**src/rtl/spi_mem_ctrl.sv**
```systemverilog
// rtl/spi_mem_ctrl.sv - SPI command sequencer to a req/ack memory with a one-deep command buffer.
// Optional feature: define SPI_MEM_AUTO_INC_EN to post-increment addresses on each completed access.
module spi_mem_ctrl #(
  parameter int ADDR_W = 8,
  parameter int DATA_W = 8
) (
  input  logic              clk,
  input  logic              rst,
  input  logic [9:0]        rx_data,
  input  logic              rx_valid,
  output logic [7:0]        tx_data,
  output logic              tx_valid,
  output logic              mem_req,
  output logic              mem_we,
  output logic [ADDR_W-1:0] mem_addr,
  output logic [DATA_W-1:0] mem_wdata,
  input  logic              mem_ack,
  input  logic [DATA_W-1:0] mem_rdata,
  output logic              busy,
  output logic              err
);

  typedef enum logic [1:0] {IDLE, WR_REQ, RD_REQ, RD_RET} state_t;

  localparam logic [1:0] OP_WR_ADDR = 2'b00;
  localparam logic [1:0] OP_WRITE   = 2'b01;
  localparam logic [1:0] OP_RD_ADDR = 2'b10;
  localparam logic [1:0] OP_READ    = 2'b11;

  state_t state, state_n;

  logic              buf_valid, buf_valid_n;
  logic [9:0]        buf_data, buf_data_n;
  logic [ADDR_W-1:0] wr_addr, wr_addr_n, rd_addr, rd_addr_n;
  logic              wr_addr_ok, wr_addr_ok_n, rd_addr_ok, rd_addr_ok_n;

  logic [7:0]        tx_data_n;
  logic              tx_valid_n, mem_req_n, mem_we_n, busy_n, err_n;
  logic [ADDR_W-1:0] mem_addr_n;
  logic [DATA_W-1:0] mem_wdata_n;

  // Command evaluated this cycle: the buffered word wins over a fresh rx word.
  logic       cmd_valid;
  logic [9:0] cmd;
  logic [1:0] op;
  logic       wr_go, rd_go, seq_err, overflow;

  assign cmd_valid = (state == IDLE) && (buf_valid || rx_valid);
  assign cmd       = buf_valid ? buf_data : rx_data;
  assign op        = cmd[9:8];
  assign wr_go     = cmd_valid && (op == OP_WRITE) && wr_addr_ok;
  assign rd_go     = cmd_valid && (op == OP_READ) && rd_addr_ok;
  assign seq_err   = cmd_valid && (((op == OP_WRITE) && !wr_addr_ok) ||
                                   ((op == OP_READ) && !rd_addr_ok));
  assign overflow  = (state != IDLE) && rx_valid && buf_valid;

  always_ff @(posedge clk or posedge rst) begin
    if (rst) state <= IDLE;
    else     state <= state_n;
  end

  always_comb begin
    state_n = IDLE;
    case (state)
      IDLE: begin
        if (wr_go)      state_n = WR_REQ;
        else if (rd_go) state_n = RD_REQ;
        else            state_n = IDLE;
      end
      WR_REQ:  state_n = mem_ack ? IDLE : WR_REQ;
      RD_REQ:  state_n = mem_ack ? RD_RET : RD_REQ;
      RD_RET:  state_n = IDLE;
      default: state_n = IDLE;
    endcase
  end

  always_comb begin
    buf_valid_n  = buf_valid;
    buf_data_n   = buf_data;
    wr_addr_n    = wr_addr;
    rd_addr_n    = rd_addr;
    wr_addr_ok_n = wr_addr_ok;
    rd_addr_ok_n = rd_addr_ok;
    tx_data_n    = tx_data;
    tx_valid_n   = 1'b0;
    mem_req_n    = mem_req;
    mem_we_n     = mem_we;
    mem_addr_n   = mem_addr;
    mem_wdata_n  = mem_wdata;
    err_n        = seq_err || overflow;

    // In IDLE the buffer drains and a simultaneous rx word takes its place.
    if (state == IDLE) begin
      if (buf_valid) begin
        buf_valid_n = rx_valid;
        if (rx_valid) buf_data_n = rx_data;
      end
    end else if (rx_valid && !buf_valid) begin
      buf_valid_n = 1'b1;
      buf_data_n  = rx_data;
    end

    if (cmd_valid && (op == OP_WR_ADDR)) begin
      wr_addr_n    = cmd[ADDR_W-1:0];
      wr_addr_ok_n = 1'b1;
    end
    if (cmd_valid && (op == OP_RD_ADDR)) begin
      rd_addr_n    = cmd[ADDR_W-1:0];
      rd_addr_ok_n = 1'b1;
    end

    if (wr_go) begin
      mem_req_n   = 1'b1;
      mem_we_n    = 1'b1;
      mem_addr_n  = wr_addr;
      mem_wdata_n = cmd[DATA_W-1:0];
    end
    if (rd_go) begin
      mem_req_n  = 1'b1;
      mem_we_n   = 1'b0;
      mem_addr_n = rd_addr;
    end

    if ((state == WR_REQ) && mem_ack) begin
      mem_req_n = 1'b0;
      mem_we_n  = 1'b0;
`ifdef SPI_MEM_AUTO_INC_EN
      wr_addr_n = wr_addr + 1'b1;
`endif
    end
    if ((state == RD_REQ) && mem_ack) begin
      mem_req_n  = 1'b0;
      tx_data_n  = mem_rdata;
      tx_valid_n = 1'b1;
`ifdef SPI_MEM_AUTO_INC_EN
      rd_addr_n  = rd_addr + 1'b1;
`endif
    end

    busy_n = (state_n != IDLE) || buf_valid_n;
  end

  always_ff @(posedge clk or posedge rst) begin
    if (rst) begin
      buf_valid  <= 1'b0;
      buf_data   <= '0;
      wr_addr    <= '0;
      rd_addr    <= '0;
      wr_addr_ok <= 1'b0;
      rd_addr_ok <= 1'b0;
      tx_data    <= '0;
      tx_valid   <= 1'b0;
      mem_req    <= 1'b0;
      mem_we     <= 1'b0;
      mem_addr   <= '0;
      mem_wdata  <= '0;
      busy       <= 1'b0;
      err        <= 1'b0;
    end else begin
      buf_valid  <= buf_valid_n;
      buf_data   <= buf_data_n;
      wr_addr    <= wr_addr_n;
      rd_addr    <= rd_addr_n;
      wr_addr_ok <= wr_addr_ok_n;
      rd_addr_ok <= rd_addr_ok_n;
      tx_data    <= tx_data_n;
      tx_valid   <= tx_valid_n;
      mem_req    <= mem_req_n;
      mem_we     <= mem_we_n;
      mem_addr   <= mem_addr_n;
      mem_wdata  <= mem_wdata_n;
      busy       <= busy_n;
      err        <= err_n;
    end
  end

endmodule

```
**config.mk**
```make
export PLATFORM = sky130hd
export DESIGN_NAME = spi_mem_ctrl
export DESIGN_NICKNAME = d
export VERILOG_FILES = /design/src/rtl/spi_mem_ctrl.sv
export SDC_FILE = /design/constraint.sdc
export NUM_CORES = 1
export LEC_CHECK = 0
export CORE_AREA = 2 2 85 87
export DETAILED_ROUTE_END_ITERATION = 8
export DIE_AREA = 0 0 87 89
export SYNTH_ARGS = -nofsm -noshare
export SYNTH_HDL_FRONTEND = slang
export SYNTH_SLANG_ARGS = --single-unit
```
**constraint.sdc**
```tcl
create_clock -name clk -period 2.6 [get_ports clk]
set_input_delay 0.39 -clock clk [delete_from_list [all_inputs] [get_ports clk]]
set_output_delay 0.39 -clock clk [all_outputs]
set_load 0.03 [all_outputs]
```
; ---- Word level (Yosys, flattened, before mapping)
; Index checks and enable logic that the tools add are counted.
[totals]
out_inout_bits = 29
regBits = 60
in_bits = 22
wordCells = 76
[classes]
n_eq_ne = 8
n_reduce_logical = 31
muxes = 22
[op_table]
columns = cell, count
row1 = 2-to-1 mux 10 bit, 5
row2 = 2-to-1 mux 8 bit, 2
row3 = logical AND 1 bit, 15
row4 = 2-to-1 mux 1 bit, 12
row5 = "== test 2 bit, second input constant", 4
row6 = one-hot mux 2 bit (4 select lines), 1
row7 = nonzero test 2 bit, 4
row8 = "== test 2 x 1 -> 1 bit, second input constant", 2
row9 = zero test 2 bit, 2
row10 = logical OR 1 bit, 4
row11 = 2-to-1 mux 2 bit, 2
row12 = "!= test 2 bit, second input constant", 2
row13 = nonzero test 4 bit, 1
row14 = zero test 1 bit, 3
row15 = AND reduction 3 bit, 1
row16 = nonzero test 3 bit, 1

; ---- Logic depth before layout (Yosys ltp)
; Gate-level depths: netlist of the first run.
[depth]
word_depth = 9
depth_mapped = 6
ltp_nobuf = 4

; ---- Worst setup path after synthesis of the first run
; Ideal clock, no wire load.
[synth_path]
path_type = reg-to-reg
from = register state[1]
to = register buf_data[0]
stages_incl_launch_ff = 7
required_ns = 2.475
setup_slack_ns = 1.037
synth_period_minus_slack_ns = 1.563
arrival_ns = 1.437
path_buffers = 2
setup_time_ns = 0.125
cell_sequence = dfrtp_1 > buf_6 > nor2_8 > nor2b_1 > or3_1 > buf_6 > mux2_4
[synth_between]
elab_chain_len = 3
elab_cells_between_ends = 6
classes_between = eq/ne (2) / mux (1) / reduce/logical (3)
[synth_lines]
columns = item, line_no
row1 = start: declaration, 30  ; state_t state, state_n;
row2 = start signal: assignment, 59  ; else state <= state_n;
row3 = zero test 2 bit (*), 93  ; if (state == IDLE) begin
row4 = != test 2 bit (no source line) or nonzero test 2 bit (tied branches), --
row5 = AND reduction 3 bit (no source line), --
row6 = end signal: assignment, 161  ; buf_data <= buf_data_n;
row7 = end: declaration, 33  ; logic [9:0] buf_data, buf_data_n;
; Every way passes the cells marked *; elsewhere a longest branch is shown, timed or not.
; A chain may end at the register's enable or synchronous reset.

; ---- Worst setup path after layout of the first run
[layout_path]
from = register state[1]
to = register buf_data[6]
; Same word-level chain as after synthesis.

==> impl_metrics.env, run 1 <==
export IMPL_fin_cells=359
export IMPL_cts_max_path_buffers=2
export IMPL_drt_iter0_markers=85
export IMPL_grt_pass1_vias=1747
export IMPL_arrival_ps=2160
export IMPL_yosysWarnings=0
export IMPL_cp_end_kind="flip-flop"
export IMPL_synth_area_leaders="dfrtp_1, nand2_1, mux2_4"
export IMPL_cts_htree_levels=3
export IMPL_layout_nets=301
export IMPL_reg2reg_to="buf_data[6]"
export IMPL_cts_setup_buffers=0
export IMPL_numPlacedInstances=348
export IMPL_dpl_cell_area_um2=3124
export IMPL_synth_seq_area_share_pct=59.35
export IMPL_drive_gt1_share_pct=11.83
export IMPL_cts_repair_resize_count=0
export IMPL_ant_nets=0
export IMPL_grt_antenna_before_repair=0
export IMPL_outcome="complete, no violations"
export IMPL_rows=30
export IMPL_max_freq_ghz=0.5137
export IMPL_irDropWorstVdd_mv=0.3525
export IMPL_combPwrFrac_pct=48.0
export IMPL_cp_start_kind="flip-flop"
export IMPL_relSlewSlack_pct=32.94
export IMPL_r2r_start="state[1]"
export IMPL_final_cell_area_um2=3257
export IMPL_grt_usage_pct=15.54
export IMPL_viasPerCell=4.978
export IMPL_cp_max_fo=10
export IMPL_cts_buffers=9
export IMPL_wl_met1_um=2686
export IMPL_fin_ws_ps=653.4
export IMPL_top_layer="met4"
export IMPL_avgSynthCellArea_um2=11.40
export IMPL_route_detailed_drc=0
export IMPL_p_leak_nw=1.481
export IMPL_grt_first_pass_wirelength_um=8976
export IMPL_ys_ff_latch=60
export IMPL_r2r_setup_slack_ps=650
export IMPL_grt_max_degree=61
export IMPL_start_util_pct=37.65
export IMPL_p_sw_mw=1.747
export IMPL_die_h_um=89
export IMPL_yosysUniqueCellTypes=38
export IMPL_ys_top_cells_by_count="dfrtp_1, nand2_1, o21ai_0"
export IMPL_synth_top_area_share_pct=59.35
export IMPL_synth_nets=244
export IMPL_switching_share_pct=39.84
export IMPL_synth_top_area_cell="dfrtp_1"
export IMPL_routedWlPerCell_um=14.97
export IMPL_r2r_cells=3
export IMPL_dieArea_um2=7743
export IMPL_tns_ps=0
export IMPL_syn_cell_area_um2=2530
export IMPL_p_clk_share_pct=14.6
export IMPL_post_synth_top_count_cell="dfrtp_1"
export IMPL_synth_edff_count=0
export IMPL_chipWidth_um=87
export IMPL_fin_util_pct=48.47
export IMPL_hpwl_um=3670
export IMPL_insertion_delay_ps=340
export IMPL_grt_overflow=0
export IMPL_routed_wirelength_um=5376
export IMPL_power_density_nw_per_um2=1346
export IMPL_clk_pin_slew_worst_paths_ps=60
export IMPL_io_pins=51
export IMPL_rsz0062_at_grt="false"
export IMPL_synthCells=222
export IMPL_finalClockSkew_ps=7.989
export IMPL_period_share_pct=74.87
export IMPL_gp_congestion=0.7186
export IMPL_total_power_mw=4.384
export IMPL_tightest_slew_ps=1001
export IMPL_portBuffers=50
export IMPL_crit_type="flip-flop to flip-flop"
export IMPL_fillers=632
export IMPL_dr_pass1_iters=4
export IMPL_num_vias=1787
export IMPL_maxCapViolations=0
export IMPL_cts_sinks=60
export IMPL_finalHoldViolations=0
export IMPL_dr_wl_met3_um=156
export IMPL_root_buffer="clkbuf_8"
export IMPL_worstPathRequired_ps=2810
export IMPL_diodes=0
export IMPL_synth_main_ff_cell="dfrtp_1"
export IMPL_seq_power_share_pct=37.4
export IMPL_wl_met2_um=2392
export IMPL_maxSlewViolCount=0
export IMPL_async_reset_ff_share_pct=100.0
export IMPL_min_period_ps=1947
export IMPL_area_growth_pct=28.73
export IMPL_p_int_mw=2.637
export IMPL_hold_path_class="primary input to asynchronous set/reset pin"
export IMPL_cts_hold_buffers=0
export IMPL_hold_worst_slack_ps=427.8
export IMPL_core_um2=6719
export IMPL_setup_viol_count_final=0
export IMPL_cts_tree="yes"
export IMPL_place_ws_ps=289.2
-- metal layers --
metal  global-route usage, %  vias to the layer above
li1                        -                      883
met1                   21.66                      865
met2                   22.21                       28
met3                   3.601                       11
met4                   8.949                        0
met5                       0                        -
-- cells by family (layout without fill, tap and decap cells) --
family	count (synthesis)	count (layout)	share of synthesized area [%]
xor+xnor	1	1	0.3463
flops	60	60	59.35
buf+inv	17	74	3.709
compound gates	53	53	13.75
simple gates	71	71	12.91
mux	20	20	9.941
-- flip-flops by register name (all words and copies together), names as in the netlist --
signal,flops
buf_data,10
mem_addr,8
mem_wdata,8
rd_addr,8
tx_data,8
wr_addr,8
state,2
buf_valid,1
busy,1
err,1
mem_req,1
mem_we,1
rd_addr_ok,1
tx_valid,1
wr_addr_ok,1
-- layout by cell type (no fill, tap or decap), types with 4 or more instances in the layout --
| cell type | Yosys | layout |
|---|---|---|
| dfrtp_1 | 60 | 60 |
| nand2_1 | 49 | 49 |
| mux2_4 | 10 | 10 |
| mux2i_1 | 9 | 9 |
| inv_1 | 5 | 4 |
| o21ai_0 | 23 | 23 |
| a2bb2oi_1 | 9 | 9 |
| o22ai_1 | 8 | 8 |
| buf_4 | 2 | 6 |
| nand2b_1 | 4 | 4 |
| clkbuf_8 | 0 | 9 |
| clkdlybuf4s50_1 | 0 | 50 |
| nor2_1 | 4 | 4 |
-- how the worst max path moves through the flow --
stage / start / endpoint / slack [ps] / depth (start not counted)
after floorplan: rst / buf_data[0] / 730 / 1
after global placement: rx_valid / rd_addr[2] / 310 / 4
after detailed placement: rx_valid / rd_addr[2] / 290 / 4
after CTS: state[1] / buf_data[5] / 630 / 3
after global routing: rx_valid / rd_addr[2] / 350 / 4
final: state[1] / buf_data[6] / 650 / 3
-- worst max-delay path, stage by stage (launching register included) --
cell,delay [ps]
dfrtp_1,510
nor3_1,350
or3_1,610
mux2_4,350
-- cell type report --
type	instances	area, um^2	share of cell area, %
Timing Repair Buffer	57	565.5	17.36
Clock buffer	10	127.6	3.919
Multi-Input combinational cell	145	934.6	28.70
Inverter	6	22.52	0.6915
Sequential cell	60	1501	46.10
Tap cell	80	100.1	3.073
Clock inverter	1	5.005	0.1537
-- power by group through the flow --
stage	clock network (mW)	logic [mW]	registers [mW]
5_1_grt	0.695	2.30	1.70
6_report	0.641	2.10	1.64
3_5_place_dp	0	2.13	1.65
3_3_place_gp	0	2.11	1.64
2_1_floorplan	0	1.08	1.98
4_1_cts	0.655	2.14	1.64
No activity file was read; power rests on OpenSTA's default activity.
==> run 2: changes to the inputs <==
Clock period 2.6 ns to 1.8 ns, I/O delays scaled along.
==> run 2 against run 1 <==
Core utilization grew 2.1 points. Highest routed layer unchanged. Register-to-register slack lost 510 ps. Worst hold slack lost 110 ps. Largest power group unchanged. Clock power grew 79%. Setup slack lost 510 ps. Sequential power grew 43%. Clock-buffer cell count grew 3.
==> impl_metrics.env, run 2 (synthesized netlist as in run 1, its figures left out) <==
export IMPL_outcome="complete, no violations"
export IMPL_p_clk_share_pct=17.2
export IMPL_min_period_ps=1661
export IMPL_cts_htree_levels=3
export IMPL_cts_sinks=60
export IMPL_viasPerCell=4.867
export IMPL_finalHoldViolations=0
export IMPL_clk_pin_slew_worst_paths_ps=70
export IMPL_layout_nets=313
export IMPL_irDropWorstVdd_mv=0.7067
export IMPL_root_buffer="clkbuf_8"
export IMPL_gp_congestion=0.7193
export IMPL_drt_iter0_markers=103
export IMPL_power_density_nw_per_um2=1978
export IMPL_layout_common_cells="dfrtp_1, clkdlybuf4s50_1, nand2_1"
export IMPL_grt_max_degree=61
export IMPL_largest_register_ffs=10
export IMPL_routed_wirelength_um=5481
export IMPL_hold_path_class="primary input to asynchronous set/reset pin"
export IMPL_fin_util_pct=50.60
export IMPL_crit_type="flip-flop to flip-flop"
export IMPL_hold_worst_slack_ps=315.3
export IMPL_relSlewSlack_pct=75.78
export IMPL_total_power_mw=6.726
export IMPL_multi_input_area_um2=934.6
export IMPL_finalClockSkew_ps=7.662
export IMPL_dpl_cell_area_um2=3214
export IMPL_seq_area_um2=1503
export IMPL_p_int_mw=4.154
export IMPL_combPwrFrac_pct=48.1
export IMPL_worstPathRequired_ps=2010
export IMPL_routedWlPerCell_um=14.62
export IMPL_fillers=624
export IMPL_area_growth_pct=34.37
export IMPL_maxCapViolations=0
export IMPL_hpwl_um=3794
export IMPL_num_vias=1825
export IMPL_p_sw_mw=2.572
export IMPL_cts_max_path_buffers=2
export IMPL_route_detailed_drc=0
export IMPL_grt_first_pass_wirelength_um=9094
export IMPL_grt_antenna_before_repair=0
export IMPL_insertion_delay_ps=330
export IMPL_grt_pass1_vias=1832
export IMPL_start_util_pct=37.65
export IMPL_r2r_start="buf_valid"
export IMPL_final_cell_area_um2=3400
export IMPL_switching_share_pct=38.24
export IMPL_grt_usage_pct=15.68
export IMPL_reg2reg_to="mem_addr[3]"
export IMPL_dr_pass1_iters=4
export IMPL_seq_power_share_pct=34.7
export IMPL_drive_gt1_share_pct=16.27
export IMPL_r2r_cells=5
export IMPL_cp_start_kind="flip-flop"
export IMPL_final_common_cell="dfrtp_1"
export IMPL_cp_startpoint="buf_valid"
export IMPL_cts_buffers=9
export IMPL_diodes=0
export IMPL_p_leak_nw=1.562
export IMPL_maxSlewViolCount=0
export IMPL_dieArea_um2=7743
export IMPL_io_pins=51
export IMPL_rsz0062_at_grt="false"
export IMPL_rows=30
export IMPL_die_h_um=89
export IMPL_core_um2=6719
export IMPL_tightest_slew_ps=353.2
export IMPL_r2r_setup_slack_ps=140
export IMPL_arrival_ps=1870
export IMPL_max_freq_ghz=0.6021
export IMPL_regMostFlops="buf_data"
export IMPL_chipWidth_um=87
export IMPL_cp_max_fo=10
export IMPL_cts_tree="yes"
export IMPL_portBuffers=50
export IMPL_grt_overflow=0
export IMPL_ant_nets=0
export IMPL_period_share_pct=92.28
export IMPL_tns_ps=0
export IMPL_cts_hold_buffers=0
export IMPL_cp_end_kind="flip-flop"
export IMPL_setup_viol_count_final=0
## run 2: cell count changes in the layout (fill, tap and decap cells not counted)
| cell | before | now |
|---|---|---|
| dfrtp_1 | 60 | 59 |
| buf_4 | 6 | 18 |
| dfrtp_2 | 0 | 1 |
| bufinv_16 | 0 | 1 |
| clkbuf_1 | 1 | 3 |
| clkbuf_8 | 9 | 10 |
## run 2: per-stage QoR
| stage | worst slack (ps) | instances |
|---|---|---|
| floorplan | 45.31 | 222 |
| global placement | -32.94 | 360 |
| detailed placement | -72.75 | 360 |
| CTS | 56.51 | 375 |
| global route | 31.52 | 375 |
| finish | 139.0 | 375 |
## run 2: cell type report
class | instances | share of cell area [%]
timing repair buffer | 69 | 19.29
clock buffer | 13 | 4.380
inverter | 6 | 0.6625
tap | 80 | 2.944
sequential | 60 | 44.20
clock inverter | 2 | 1.031
multi-input combinational | 145 | 27.49
## run 2: power by group through the flow
stage	combinational, mW	clock (mW)	sequential [mW]
after floorplan	1.55	0	2.86
after global placement	3.22	0	2.35
after detailed placement	3.26	0	2.36
after CTS	3.27	1.18	2.34
after global routing	3.53	1.24	2.43
final	3.23	1.15	2.34
## run 2: worst max path at each step
stage,endpoint,depth (start not counted)
2_1_floorplan,buf_data[0],1
4_1_cts,mem_addr[3],5
3_5_place_dp,buf_data[6],5
3_3_place_gp,mem_addr[6],6
6_report,mem_addr[3],5
5_1_grt,mem_addr[7],5
## run 2: layer usage
layer  vias to the layer above  track usage [%]  wire length, um
met2                        29            22.62             2525
met1                       880            22.81             2759
met5                         -                0                0
met4                         0            7.670               51
li1                        912                -                -
met3                         4            2.770              145
## run 2: repair_timing
item	4_1_cts	5_1_grt
endpoints found under the setup margin	0	10
gates resized for setup	0	1
buffers inserted	0	0
## run 2: worst max-delay path: stages, from the launching register on
cell	delay, ps
dfrtp_2	470
mux2i_1	310
nand2_1	220
buf_4	220
o22ai_1	200
a2bb2oi_1	110
==> run 3: changes to the inputs <==
Settings changed: SLEW_MARGIN set to 0.
==> results of run 3 <==
The final DEF is identical to that of run 2; final timing and power are the same.
